==> src/rtl/pwm_peripheral.sv <==
// pwm_peripheral
//   Drives 16 chip outputs from the SPI register-file control registers.
//   Each output is forced low, forced high, or follows one shared PWM
//   waveform produced by a clock prescaler and an 8-bit period counter.
//   Outputs are registered.
//
// Optional feature macro: PWM_SYNC_UPDATE_EN
//   defined   : duty is shadowed into duty_active and only loads at the
//               period wrap, so duty updates never glitch a period.
//   undefined : the counter is compared against pwm_duty_cycle directly;
//               a duty change reaches out one clk later, mid-period.
module pwm_peripheral #(
  parameter int CLK_DIV  = 3000,
  parameter int PWM_BITS = 8
) (
  input  logic        clk,
  input  logic        rst_n,
  input  logic [7:0]  en_reg_out_7_0,
  input  logic [7:0]  en_reg_out_15_8,
  input  logic [7:0]  en_reg_pwm_7_0,
  input  logic [7:0]  en_reg_pwm_15_8,
  input  logic [7:0]  pwm_duty_cycle,
  output logic [15:0] out,
  output logic        period_start
);

  localparam int            PW        = $clog2(CLK_DIV) + 1;
  localparam logic [PW-1:0] PRESC_MAX = PW'(CLK_DIV - 1);

  logic [PW-1:0]       presc_q, presc_d;
  logic [PWM_BITS-1:0] cnt_q, cnt_d;
  logic [15:0]         out_q, out_d;
  logic                period_start_q, period_start_d;
  logic                tick_s;
  logic                wrap_s;
  logic [7:0]          duty_sel_s;
  logic                pwm_sig_s;
  logic [15:0]         en_out_s;
  logic [15:0]         en_pwm_s;

`ifdef PWM_SYNC_UPDATE_EN
  logic [7:0] duty_q, duty_d;
`endif

  // Prescaler and period counter next state; wrap is the last tick of a period.
  always_comb begin
    tick_s = (presc_q == PRESC_MAX);
    if (tick_s) begin
      presc_d = {PW{1'b0}};
      cnt_d   = cnt_q + {{(PWM_BITS-1){1'b0}}, 1'b1};
    end else begin
      presc_d = presc_q + {{(PW-1){1'b0}}, 1'b1};
      cnt_d   = cnt_q;
    end
    wrap_s         = tick_s && (cnt_q == {PWM_BITS{1'b1}});
    period_start_d = wrap_s;
  end

`ifdef PWM_SYNC_UPDATE_EN
  // Duty shadow: capture the requested duty only at the period wrap.
  always_comb begin
    if (wrap_s) begin
      duty_d = pwm_duty_cycle;
    end else begin
      duty_d = duty_q;
    end
    duty_sel_s = duty_q;
  end
`else
  // Duty bypass: the waveform follows the requested duty immediately.
  always_comb begin
    duty_sel_s = pwm_duty_cycle;
  end
`endif

  // PWM waveform; full-scale duty is held high with no one-tick low gap.
  always_comb begin
    if (duty_sel_s == 8'hFF) begin
      pwm_sig_s = 1'b1;
    end else begin
      pwm_sig_s = (cnt_q < duty_sel_s);
    end
  end

  // Per-bit output mode select: low, high, or PWM.
  always_comb begin
    en_out_s = {en_reg_out_15_8, en_reg_out_7_0};
    en_pwm_s = {en_reg_pwm_15_8, en_reg_pwm_7_0};
    out_d    = 16'h0000;
    for (int i = 0; i < 16; i++) begin
      case ({en_out_s[i], en_pwm_s[i]})
        2'b10:   out_d[i] = 1'b1;
        2'b11:   out_d[i] = pwm_sig_s;
        default: out_d[i] = 1'b0;
      endcase
    end
  end

  // State and output registers, cleared asynchronously.
  always_ff @(posedge clk or negedge rst_n) begin
    if (!rst_n) begin
      presc_q        <= {PW{1'b0}};
      cnt_q          <= {PWM_BITS{1'b0}};
      out_q          <= 16'h0000;
      period_start_q <= 1'b0;
    end else begin
      presc_q        <= presc_d;
      cnt_q          <= cnt_d;
      out_q          <= out_d;
      period_start_q <= period_start_d;
    end
  end

`ifdef PWM_SYNC_UPDATE_EN
  // Duty shadow register, cleared so the first period runs at duty 0.
  always_ff @(posedge clk or negedge rst_n) begin
    if (!rst_n) begin
      duty_q <= 8'h00;
    end else begin
      duty_q <= duty_d;
    end
  end
`endif

  assign out          = out_q;
  assign period_start = period_start_q;

endmodule

==> config.mk <==
export PLATFORM = sky130hd
export DESIGN_NAME = pwm_peripheral
export DESIGN_NICKNAME = d
export VERILOG_FILES = /design/src/rtl/pwm_peripheral.sv
export SDC_FILE = /design/constraint.sdc
export NUM_CORES = 1
export LEC_CHECK = 0
export CAP_MARGIN = 10
export CORE_MARGIN = 2
export CORE_UTILIZATION = 35
export CTS_CLUSTER_DIAMETER = 60
export CTS_CLUSTER_SIZE = 12
export DETAILED_ROUTE_END_ITERATION = 7
export GPL_TIMING_DRIVEN = 0
export RECOVER_POWER = 50
export SYNTH_ARGS = -nofsm -noshare
export SYNTH_HDL_FRONTEND = slang
export SYNTH_SLANG_ARGS = --single-unit
==> constraint.sdc <==
create_clock -name clk -period 2.4 [get_ports clk]
set_clock_uncertainty 0.1 [all_clocks]
set_input_delay 0.6 -clock clk [delete_from_list [all_inputs] [get_ports clk]]
set_output_delay 0.6 -clock clk [all_outputs]
set_load 0.1 [all_outputs]
==> flow_summary.toml <==
[outcome]
status = "completed"

[setup_path]
crit_path_end_kind = "flop"
worstPathArrival_ns = 2.38
required_ns = 2.47
cp_slowest_stage_delay_ns = 0.48
critPathTopFamily = "buffers and inverters"
path_class = "input port to flop"
cp_cell_sequence = "clkdlybuf4s50_1, inv_1, ha_1, and4_1, o21ai_2, o32ai_2, buf_2, a21boi_0"
timing.critical_path.buf_inv = 3
path_max_fanout = 5
startpoint_type = "input port"
worst_path_max_delay_cell = "clkdlybuf4s50_1"

[synth]
synth_ff_type = "dfrtp_1"
syn_inst = 155
synth_edf_count = 0
netlist_area_um2 = 1800
yosysWarningCount = 0
synth_fp_nets = 206
synth_seq_cells = 38
postSynth.asyncResetShare_pct = 100
yosysUniqueCellTypes = 35
syn_avg_cell_area_um2 = 11.6
ys_seq_area_share_pct = 52.9

[sta]
fin_crit_sh_pct = 96.1
rsz0062_at_grt = "false"
maxSlewHeadroom_pct = 34.2
period_needed_ns = 2.31
drv_slew = 0
max_slew.worst_pin.slew_ns = 0.992
clock.fmax_mhz = 434
holdWs_ns = 0.323
finalSetupViolCount = 0
hold_viol_final = 0
setup_tns_ns = 0

[layout]
area_growth_syn_to_layout_pct = 43.1
finalNetCount = 273
seq_area_um2 = 951
nFillCells = 456
final-instance-count-excl-fill = 293
diodes = 0
final_common_cell = "clkdlybuf4s50_1"
layout-drive-gt1-share_pct = 11.7
multiInputGateArea_um2 = 807
final_cell_mix = "40 x clkdlybuf4s50_1, 38 x dfrtp_1, 17 x dlygate4sd2_1"
fin_util_pct = 51.0

[placed_design]
dpl.hpwl_um = 2830
gp_congestion = 0.832
port_buffers = 58
numPlacedInstances = 283

[route]
drt_iter0_drc = 128
vias = 1382
drt-total-wl_um = 3760
post_drt_wl_per_cell_um = 12.8
ant_nets = 0
drc = 0
detail_route.first_pass.iterations = 4
via_per_inst = 4.72

[global_route]
grt_pass1_wl_um = 6450
grt_max_degree = 39
grt_pass1_vias = 1408
antenna_found_initial = 0
gr-usage-all-layers_pct = 15.5
overflow = 0

[clock_tree]
clock_latency_ns = 0.29
cts_hold_buffers = 0
clock_sinks = 38
htreeDepth = 2
clk_pin_slew_worst_paths_ns = 0.07
clockRootBuffer = "clkbuf_8"
numCtsBuffers = 5
cts_tree = "built"
clock_path_buffers = 2

[pwr]
p_per_area_nw_per_um2 = 520
finalPower_w = 0.00134
p_leak_nw = 1.20
vdd_ir_drop_max_uv = 305

[flow_run]
maxCapViolCount = 0

[min_path]
min_path_type = "input port to asynchronous set/reset pin"

[floorplan]
ios = 59
die_w_um = 75.7
initial_core_util_pct = 35.7
die-height_um = 75.7
fp.coreArea_um2 = 5040
dieArea_um2 = 5730
fp-row-count = 26
## metal layers
metal | global-route usage, % | vias up | share of wire [%]
met5 | 0 | - | 0
met4 | 5.85 | 0 | 1.6
met3 | 9.39 | 4 | 12
met2 | 21.8 | 58 | 44
met1 | 19.4 | 642 | 42
li1 | - | 678 | -
## cells in the mapped netlist (2+ instances only)
library cell,instances,share of area [%]
and4_1,2,0.97
buf_6,2,1.3
ha_1,9,6.3
nor3_1,3,0.83
nand2_1,6,1.3
nor2_1,9,1.9
xnor2_2,2,1.8
and3_1,5,1.7
nand4_1,7,2.4
nand2b_1,2,0.70
a21oi_1,2,0.56
nand2_2,2,0.70
a21boi_0,16,6.7
xnor2_1,4,1.9
nand4bb_1,2,1.3
xor2_1,9,4.4
nand3_1,9,2.5
dfrtp_1,38,53
o21ai_0,3,0.83
inv_1,8,1.7
## where the power goes
part	switching, W	internal (W)	total (W)
Sequential	0.00000290	0.000654	0.000657
Combinational	0.000145	0.0000820	0.000228
Clock	0.000224	0.000231	0.000454
Total	0.000372	0.000966	0.00134
## area by class of cell
type | instances | share of cell area, %
inverter | 8 | 1.17
clock inverter | 2 | 0.486
buffer | 4 | 1.36
clock buffer | 6 | 3.21
multi-input combinational | 105 | 31.4
tap | 70 | 3.40
sequential | 38 | 37.0
timing repair buffer | 60 | 22.0
## final timing paths
path	slack, ns	end	depth (start not counted)	start
min reg2reg	0.35	presc_q[0]	1	presc_q[0]
max reg2reg	0.12	cnt_q[2]	6	presc_q[3]
min	0.32	presc_q[3]	1	rst_n
max	0.09	out[6]	8	pwm_duty_cycle[7]
min in group clk	0.35	presc_q[0]	1	presc_q[0]
max in group asynchronous	1.31	out[9]	1	rst_n
## logic make-up after synthesis
| family | after synthesis | share of synthesized area (%) |
|---|---|---|
| flip-flops | 38 | 52.9 |
| AO/OA/AOI/OAI | 26 | 10.4 |
| buffers and inverters | 12 | 3.41 |
| adder cells (fa/ha/maj) | 9 | 6.26 |
| XOR/XNOR | 15 | 8.14 |
| multiplexers | 2 | 1.18 |
| AND/OR/NAND/NOR | 53 | 17.7 |
## flip-flops by register name, indices dropped and copies added (netlist names)
| register | count |
|---|---|
| presc_q | 13 |
| period_start | 1 |
| out | 16 |
| cnt_q | 8 |
## worst reg2reg max path: cells and delay by family (launching register included)
kind                      cells  cell delay, ns
xor gates and xnor gates      1            0.13
buffers and inverters         2            0.37
and+or+nand+nor               3            1.19
DFF                           1            0.38
## per-stage QoR
| stage | cell area, µm² | worst slack (ns) |
|---|---|---|
| after floorplan | 1800 | 0.177 |
| after global placement | 2470 | -0.650 |
| after detailed placement | 2460 | -0.737 |
| after CTS | 2550 | 0.00813 |
| after global routing | 2570 | 0.00753 |
| final | 2570 | 0.0946 |
## repair_timing
item / CTS / global route
setup buffers: 1 / 0
pin swaps: 1 / 1
cloned: 0 / 1
setup endpoints to repair: 33 / 11
resized for setup: 20 / 9
Power figures use the tool's default switching activity.
